[src/rtl/mac_sched_pkg.sv]
// Shared types and widths for the 3x3 conv MAC sequencer.
package mac_sched_pkg;

    localparam int unsigned DIN_W = 128;
    localparam int unsigned WGT_W = 72;
    localparam int unsigned ACC_W = 20;
    localparam int unsigned OUT_W = 4 * ACC_W;

    typedef enum logic [2:0] {
        StIdle,
        StLoadW,
        StRun,
        StDrain,
        StDone
    } stateT;

endpackage

[src/rtl/mac_sched_fifo.sv]
// Synchronous result FIFO; head reads as zero while empty, push+pop honoured when full.
module mac_sched_fifo #(
    parameter int unsigned Depth = 4,
    parameter int unsigned Width = 81
) (
    input  logic                         clk,
    input  logic                         rst,
    input  logic                         push,
    input  logic [Width-1:0]             wdata,
    input  logic                         pop,
    output logic [Width-1:0]             rdata,
    output logic                         full,
    output logic                         empty,
    output logic [$clog2(Depth+1)-1:0]   count
);

    localparam int unsigned PtrW = (Depth > 1) ? $clog2(Depth) : 1;
    localparam int unsigned CntW = $clog2(Depth + 1);

    logic [Width-1:0] mem [Depth];
    logic [PtrW-1:0]  rdPtrQ, wrPtrQ;
    logic [CntW-1:0]  cntQ;
    logic             doPush, doPop;

    function automatic logic [PtrW-1:0] nextPtr(input logic [PtrW-1:0] p);
        return (p == PtrW'(Depth - 1)) ? '0 : p + PtrW'(1);
    endfunction

    assign full   = (cntQ == CntW'(Depth));
    assign empty  = (cntQ == '0);
    assign count  = cntQ;
    assign doPop  = pop && !empty;
    // A pop frees the slot the push lands in, so full does not block it.
    assign doPush = push && (!full || doPop);
    assign rdata  = empty ? '0 : mem[rdPtrQ];

    always_ff @(posedge clk) begin
        if (doPush) begin
            mem[wrPtrQ] <= wdata;
        end
    end

    always_ff @(posedge clk) begin
        if (rst) begin
            rdPtrQ <= '0;
            wrPtrQ <= '0;
            cntQ   <= '0;
        end else begin
            if (doPush) wrPtrQ <= nextPtr(wrPtrQ);
            if (doPop)  rdPtrQ <= nextPtr(rdPtrQ);
            cntQ <= cntQ + CntW'(doPush) - CntW'(doPop);
        end
    end

endmodule

[src/rtl/mac_sched.sv]
// Credit-based job sequencer: loads weights, issues windows in raster order, buffers results.
module mac_sched
    import mac_sched_pkg::*;
#(
    parameter int unsigned DEPTH = 4,
    parameter int unsigned TW    = 8
) (
    input  logic               clk,
    input  logic               rst,
    input  logic               start,
    input  logic [TW-1:0]      cfg_tiles_x,
    input  logic [TW-1:0]      cfg_tiles_y,
    input  logic               wgt_valid,
    output logic               wgt_ready,
    input  logic [WGT_W-1:0]   wgt_data,
    input  logic               win_valid,
    output logic               win_ready,
    input  logic [DIN_W-1:0]   win_data,
    output logic               mac_vld,
    output logic [DIN_W-1:0]   mac_din,
    output logic [WGT_W-1:0]   mac_weight,
    input  logic               mac_vld_o,
    input  logic [OUT_W-1:0]   mac_out,
    output logic               out_valid,
    input  logic               out_ready,
    output logic [OUT_W-1:0]   out_data,
    output logic               out_last,
    output logic               busy,
    output logic               done,
    output logic               err
);

    localparam int unsigned CntW = $clog2(DEPTH + 1);
    localparam int unsigned SumW = CntW + 1;

    stateT             stateQ, stateD;
    logic [TW-1:0]     tilesXQ, tilesYQ, tileXQ, tileYQ;
    logic [2*TW-1:0]   resultCntQ, totalTiles;
    logic [CntW-1:0]   inFlightQ, fifoCnt;
    logic              errQ, macVldQ;
    logic [DIN_W-1:0]  macDinQ;
    logic [WGT_W-1:0]  macWeightQ;
    logic              fifoFull, fifoEmpty, fifoPop, winFire;
    logic              lastTileX, lastTileY, retOk, orphan, overflow, resLast;
    logic [OUT_W:0]    fifoRdata;

    assign totalTiles = (2*TW)'(tilesXQ) * (2*TW)'(tilesYQ);
    assign lastTileX  = (tileXQ == tilesXQ - TW'(1));
    assign lastTileY  = (tileYQ == tilesYQ - TW'(1));
    assign resLast    = (resultCntQ == totalTiles - (2*TW)'(1));

    assign wgt_ready  = (stateQ == StLoadW);
    // Credit: every accepted window must have a FIFO slot reserved for its result.
    assign win_ready  = (stateQ == StRun) &&
                        ((SumW'(inFlightQ) + SumW'(fifoCnt)) < SumW'(DEPTH));
    assign winFire    = win_valid && win_ready;
    assign retOk      = mac_vld_o && (inFlightQ != '0);
    assign orphan     = mac_vld_o && (inFlightQ == '0);
    assign out_valid  = !fifoEmpty;
    assign fifoPop    = out_valid && out_ready;
    assign overflow   = retOk && fifoFull && !fifoPop;

    assign out_data   = fifoRdata[OUT_W-1:0];
    assign out_last   = fifoRdata[OUT_W];
    assign busy       = (stateQ != StIdle);
    assign done       = (stateQ == StDone);
    assign err        = errQ;
    assign mac_vld    = macVldQ;
    assign mac_din    = macDinQ;
    assign mac_weight = macWeightQ;

    always_comb begin
        stateD = stateQ;
        unique case (stateQ)
            StIdle: begin
                if (start) begin
                    stateD = (cfg_tiles_x == '0 || cfg_tiles_y == '0) ? StDone : StLoadW;
                end
            end
            StLoadW: if (wgt_valid) stateD = StRun;
            StRun:   if (winFire && lastTileX && lastTileY) stateD = StDrain;
            StDrain: if (inFlightQ == '0 && fifoEmpty) stateD = StDone;
            StDone:  stateD = StIdle;
            default: stateD = StIdle;
        endcase
    end

    always_ff @(posedge clk) begin
        if (rst) begin
            stateQ     <= StIdle;
            tilesXQ    <= '0;
            tilesYQ    <= '0;
            tileXQ     <= '0;
            tileYQ     <= '0;
            resultCntQ <= '0;
            inFlightQ  <= '0;
            errQ       <= 1'b0;
            macVldQ    <= 1'b0;
            macDinQ    <= '0;
            macWeightQ <= '0;
        end else begin
            stateQ    <= stateD;
            macVldQ   <= winFire;
            inFlightQ <= inFlightQ + CntW'(winFire) - CntW'(retOk);
            if (winFire) begin
                macDinQ <= win_data;
                if (lastTileX) begin
                    tileXQ <= '0;
                    tileYQ <= tileYQ + TW'(1);
                end else begin
                    tileXQ <= tileXQ + TW'(1);
                end
            end
            if (retOk) resultCntQ <= resultCntQ + (2*TW)'(1);
            if (stateQ == StLoadW && wgt_valid) macWeightQ <= wgt_data;
            if (stateQ == StIdle && start) begin
                tilesXQ    <= cfg_tiles_x;
                tilesYQ    <= cfg_tiles_y;
                tileXQ     <= '0;
                tileYQ     <= '0;
                resultCntQ <= '0;
                errQ       <= 1'b0;
            end
            // A fresh protocol error wins over the clear from start.
            if (orphan || overflow) errQ <= 1'b1;
        end
    end

    mac_sched_fifo #(
        .Depth (DEPTH),
        .Width (OUT_W + 1)
    ) uFifo (
        .clk   (clk),
        .rst   (rst),
        .push  (retOk),
        .wdata ({resLast, mac_out}),
        .pop   (fifoPop),
        .rdata (fifoRdata),
        .full  (fifoFull),
        .empty (fifoEmpty),
        .count (fifoCnt)
    );

endmodule

[config.mk]
export PLATFORM = sky130hd
export DESIGN_NAME = mac_sched
export DESIGN_NICKNAME = d
export VERILOG_FILES = /design/src/rtl/mac_sched_pkg.sv /design/src/rtl/mac_sched_fifo.sv /design/src/rtl/mac_sched.sv
export SDC_FILE = /design/constraint.sdc
export NUM_CORES = 1
export LEC_CHECK = 0
export CORE_ASPECT_RATIO = 0.8
export CORE_MARGIN = 4
export CORE_UTILIZATION = 35
export DETAILED_ROUTE_END_ITERATION = 12
export PLACE_DENSITY_LB_ADDON = 0.08
export SLEW_MARGIN = 20
export SYNTH_ARGS = -nofsm -noshare
export SYNTH_HDL_FRONTEND = slang
export SYNTH_HIERARCHICAL = 1
export SYNTH_SLANG_ARGS = --single-unit
[constraint.sdc]
create_clock -name clk -period 4.6 [get_ports clk]
set_input_delay 0.92 -clock clk [delete_from_list [all_inputs] [get_ports clk]]
set_output_delay 0.92 -clock clk [all_outputs]
set_load 0.05 [all_outputs]
=== Word level (Yosys, flattened, before mapping) ===
Memories as Yosys holds them, arrays and structs flattened. A register that Yosys moved wholly into a read port is not among the register bits.
Index checks and enable logic that the tools add are counted.

* Input port bits: 303
* Register bits: 263
* Word-level logic and storage cells: 91
* Output and inout port bits: 288
* RAM bits: 324
* Memories kept: 1

* Multiplexer cells: 16
* $lt $le $gt $ge: 1
* Multipliers: 1
* Eq/ne operators: 14
* Add/sub/neg operators: 13
* Reduce and logical (&&, ||, !) cells: 31

{| class="wikitable"
|+ Memories
! name !! words !! bits a word !! rd ports !! clocked after Yosys merged registers in !! write ports !! RTL line !! text
|-
| uFifo.mem || 4 || 81 || 1 || 1 || 1 || mac_sched_fifo.sv:20 || <nowiki>logic [Width-1:0] mem [Depth];</nowiki>
|}

{| class="wikitable"
|+ Operators with widths
! cell !! count
|-
| $mux W81 || 1
|-
| $add A16 B1 Y16 const B || 1
|-
| $add A8 B1 Y8 const B || 2
|-
| $eq A16 B16 Y1 || 1
|-
| $eq A8 B8 Y1 || 2
|-
| $logic_not A8 Y1 || 2
|-
| $mul A8 B8 Y16 || 1
|-
| $sub A16 B1 Y16 const B || 1
|-
| $sub A8 B1 Y8 const B || 2
|-
| $mux W3 || 5
|-
| $logic_and A1 B1 Y1 || 14
|-
| $pmux W3 S4 || 1
|-
| $logic_not A3 Y1 || 3
|-
| $mux W2 || 4
|-
| $mux W8 || 1
|-
| $add A3 B1 Y3 || 2
|-
| $eq A3 B2 Y1 const B || 2
|-
| $eq A3 B3 Y1 const B || 2
|-
| $ne A2 B2 Y1 const B || 3
|-
| $reduce_bool A3 Y1 || 2
|-
| $sub A3 B1 Y3 || 2
|-
| $add A2 B1 Y2 const B || 2
|-
| $add A3 B3 Y4 || 1
|-
| $eq A2 B2 Y1 const B || 2
|-
| other kinds (10) || 17
|}

=== Longest topological paths before layout ===
* Word-level depth: 8
* Mapped depth: 17
* Gate-level depth less buffers: 16

=== Modules after synthesis ===
Netlist, hierarchy kept.

{| class="wikitable"
|+ By module, submodules not included
! module !! seq. area each (um2) !! cells an instance !! instances !! area each (um2)
|-
| mac_sched_fifo || 9909.5 || 562 || 1 || 12700.9
|-
| mac_sched || 5124.9 || 1533 || 1 || 12150.4
|}

=== Least setup slack after synthesis ===
Ideal clock, no wire load.

* Path type: register to register
* From: register tilesXQ[2]
* To: memory uFifo.mem[0][80], data pin
* Period minus slack after synthesis: 4.631 ns
* Required time: 4.361 ns
* Stages on the path, launching flop included: 14
* Setup time: 0.239 ns
* Setup slack: -0.031 ns
* Arrival: 4.392 ns
* Path buffers: 1
* Path through: dfxtp_1 > clkbuf_1 > nand2_1 > fa_1 > fa_1 > fa_1 > fa_1 > inv_1 > ha_1 > or4_1 > o22ai_1 > mux2i_1 > o2111ai_1 > nor4_1

* Longest elaborated chain between the ends: 3

{| class="wikitable"
|+ RTL lines
! element !! RTL line !! text
|-
| start: declaration || mac_sched.sv:37 || <nowiki>logic [TW-1:0] tilesXQ, tilesYQ, tileXQ, tileYQ;</nowiki>
|-
| start signal: assignment || mac_sched.sv:117 || <nowiki>tilesXQ <= cfg_tiles_x;</nowiki>
|-
| $mul A8 B8 Y16 || mac_sched.sv:47 || <nowiki>assign totalTiles = (2*TW)'(tilesXQ) * (2*TW)'(tilesYQ);</nowiki>
|-
| $sub A16 B1 Y16 || mac_sched.sv:50 || <nowiki>assign resLast = (resultCntQ == totalTiles - (2*TW)'(1));</nowiki>
|-
| $eq A16 B16 Y1 || mac_sched.sv:50 ||
|-
| via resLast || mac_sched.sv:44 || <nowiki>logic lastTileX, lastTileY, retOk, orphan, overflow, resLast;</nowiki>
|-
| end: declaration || mac_sched_fifo.sv:20 ||
|}

The timed path passes the listed nets, and every way through them passes these cells.

=== Worst setup path in the final report ===
* From: register tilesYQ[5]
* To: memory uFifo.mem[1][80], data pin

* Longest elaborated chain between the ends: 3

{| class="wikitable"
|+ RTL lines
! element !! RTL line !! text
|-
| start: declaration || mac_sched.sv:37 ||
|-
| start signal: assignment || mac_sched.sv:118 || <nowiki>tilesYQ <= cfg_tiles_y;</nowiki>
|-
| $mul A8 B8 Y16 || mac_sched.sv:47 ||
|-
| $sub A16 B1 Y16 || mac_sched.sv:50 ||
|-
| $eq A16 B16 Y1 || mac_sched.sv:50 ||
|-
| via resLast || mac_sched.sv:44 ||
|}

The timed path passes the listed nets, and every way through them passes these cells.

==> flow_summary.json <==
{
  "start_kind": "flop",
  "hold_viol_final": 0,
  "syn_area_per_cell_um2": 11.9,
  "min_path_type": "reg2reg",
  "multiInputGateArea_um2": 9120,
  "ant_nets": 0,
  "synth_cell_types": 62,
  "antenna_found_initial": 17,
  "syn_area_um2": 24900,
  "fillCellCount": 6362,
  "ir_worst_vdd_mv": 0.413,
  "cts_hold_buf": 0,
  "nNetsFinal": 3079,
  "worst_slack_ps": 217,
  "cts_tree": "done",
  "area_delta_synth_final_pct": 38.1,
  "hp-start": "mac_din[8]",
  "finClkSkew_ps": 24.4,
  "ctsRootBufferMaster": "clkbuf_16",
  "final_cell_mix": "clkdlybuf4s50_1 (589), nand2_1 (527), edfxtp_1 (324), dfxtp_1 (251), a21oi_1 (234)",
  "overflow": 0,
  "vias": 17817,
  "die_x_um": 306,
  "worst_pin_slew_ps": 1140,
  "numCtsBuffers": 66,
  "worst_skew_pair.late_latency_ps": 620,
  "tns_ps": 0,
  "period_share": 0.953,
  "gp_congestion": 0.838,
  "finalSetupViolations": 0,
  "dpl_worst_slack_ps": -92.7,
  "power_mw": 18.1,
  "clkSlewWorstSetupHoldPaths_ps": 60,
  "path_max_fanout": 8,
  "ys_ff_latch": 589,
  "placementRows": 87,
  "track_usage": 0.205,
  "rr_startpoint": "tilesYQ[5]",
  "stdcell_count": 3678,
  "whs_ps": 454,
  "synthArstFlopShare": 0,
  "synth_warnings": 6,
  "max-cap-violations": 0,
  "dr.pass1.iters": 5,
  "cellLeakagePower_nw": 11.6,
  "min_path_cells": 2,
  "p_per_area_nw_per_um2": 526,
  "clock-sinks": 589,
  "layout_min_cycle_time_ps": 4380,
  "viasPerCell": 4.84,
  "first_iter_violations": 1088,
  "ff2ff_setup_slack_ps": 220,
  "synth.yosys.seq_area_share": 0.605,
  "min_to": "mac_din[8]",
  "grt_max_degree": 176,
  "die_h_um": 246,
  "die_area_um2": 75400,
  "critPathCaptureType": "flop",
  "final_common_cell": "clkdlybuf4s50_1",
  "wl_per_cell_um": 21.8,
  "critPathKind": "reg2reg",
  "r2r_end": "uFifo/mem[1][80]",
  "grt_pass1_wl_um": 117000,
  "initial_utilization": 0.353,
  "first_global_vias": 18009,
  "drt_wl_total_um": 80100,
  "ios": 591,
  "synth_nets": 2495,
  "clock_path_buffers": 3,
  "status": "finished, final reports clean",
  "worstPathRequired_ps": 5070,
  "cts.htree.levels": 3,
  "synthCells": 2095,
  "worstPathArrival_ps": 4850,
  "rr_worst_depth": 13,
  "ys.flop_type": "edfxtp_1",
  "core_um2": 70400,
  "drv_slew": 0,
  "drive_above_1_share": 0.102,
  "drc_errors": 0,
  "dp_cells": 3544,
  "hpwl_um": 56500,
  "synth_edf_count": 324,
  "fmax_mhz": 228,
  "slew_headroom": 0.233,
  "seq_area_um2": 15100,
  "port_buffers": 590
}
-- per-layer routing --
layer  vias to the layer above  wire [um]  GRT usage
li1                       8460          -          -
met3                       119       5760     0.0671
met1                      8765      35100      0.277
met5                         -         82          0
met2                       461      37000      0.315
met4                        12       2110     0.0653
-- worst max-delay path by stage --
| stage | from | endpoint | slack [ps] | cells past startpoint |
|---|---|---|---|---|
| after detailed placement | tilesXQ[4] | uFifo/mem[3][80] | -90 | 13 |
| after global placement | tilesXQ[4] | uFifo/mem[0][80] | -70 | 13 |
| after floorplan | tilesXQ[2] | uFifo/mem[0][80] | 40 | 13 |
| after CTS | tilesXQ[2] | uFifo/mem[3][80] | 20 | 14 |
| final | tilesYQ[5] | uFifo/mem[1][80] | 220 | 13 |
| after global routing | tilesXQ[3] | uFifo/mem[3][80] | -4 | 13 |
-- state kept, by name (all words and copies together), names as in the netlist, 3 cells and up, named ones only --
register and flops:
stateQ 3, mac_weight 72, uFifo/count 3, tileYQ 8
uFifo/mem 324, mac_din 128, resultCntQ 16, tilesXQ 8
tileXQ 8, inFlightQ 3, tilesYQ 8
-- where the power goes --
group | switching (mW) | leakage, nW | total [mW] | internal, mW
Sequential | 0.253 | 5.10 | 6.36 | 6.11
Combinational | 4.05 | 5.39 | 6.37 | 2.32
Clock | 2.23 | 1.08 | 5.32 | 3.09
-- through the flow --
stage / cell area (um2) / utilization
after CTS: 34200 / 0.486
after floorplan: 24900 / -
final: 34300 / 0.487
after global routing: 34300 / 0.487
after global placement: 32000 / 0.454
after detailed placement: 32000 / 0.454
-- cell type report --
cell class | count | area share
Clock buffer | 86 | 0.0524
Clock inverter | 32 | 0.0125
Tap cell | 934 | 0.0341
Timing Repair Buffer | 641 | 0.187
Sequential cell | 589 | 0.439
Inverter | 70 | 0.00773
Antenna cell | 15 | 0.00109
Multi-Input combinational cell | 1311 | 0.266
-- worst max-delay path: stages (launching register included) --
cell      delay (ps)
dfxtp_4          400
nand2_1           90
fa_1             550
fa_1             450
fa_1             520
fa_1             550
inv_1             40
ha_1             320
a211o_1          340
o211ai_1         270
a21oi_1          100
nand4b_1         200
nor4_2           250
buf_4            160
-- cell families (layout without fill, tap and decap cells) --
logic type | Yosys count | in the layout | synth area share
simple gates | 769 | 769 | 0.138
flops | 589 | 589 | 0.605
other cells | 0 | 15 | 0
xor+xnor | 64 | 64 | 0.0226
compound gates | 292 | 292 | 0.0646
fa+ha+maj | 97 | 97 | 0.0618
mux | 89 | 89 | 0.0766
buf+inv | 195 | 829 | 0.0315
-- timing repair --
action,4_1_cts,5_1_grt
resized for setup,8,24
pin swaps,0,5
gates cloned,0,0
hold endpoints to repair,0,0
setup buffers,0,1
endpoints found under the setup margin,4,4
-- synth_stat cells (11+ instances only) --
cell type  number  area (um2)
nor2b_1        88         551
and2_1         11        68.8
dfxtp_1       265        5310
nand3_1        17        85.1
nor2_1         40         150
o21ai_0        11        55.1
a21oi_1       236        1180
xor2_1         28         245
nor3_1         14        70.1
nand2_1       528        1980
mux4_2         81        1820
xnor2_1        36         315
and3_1         12        75.1
edfxtp_1      324        9730
ha_1           54         676
fa_1           43         861
buf_2          11        55.1
inv_1          69         259
clkbuf_1      104         390
(Power assumes the default switching activity.)
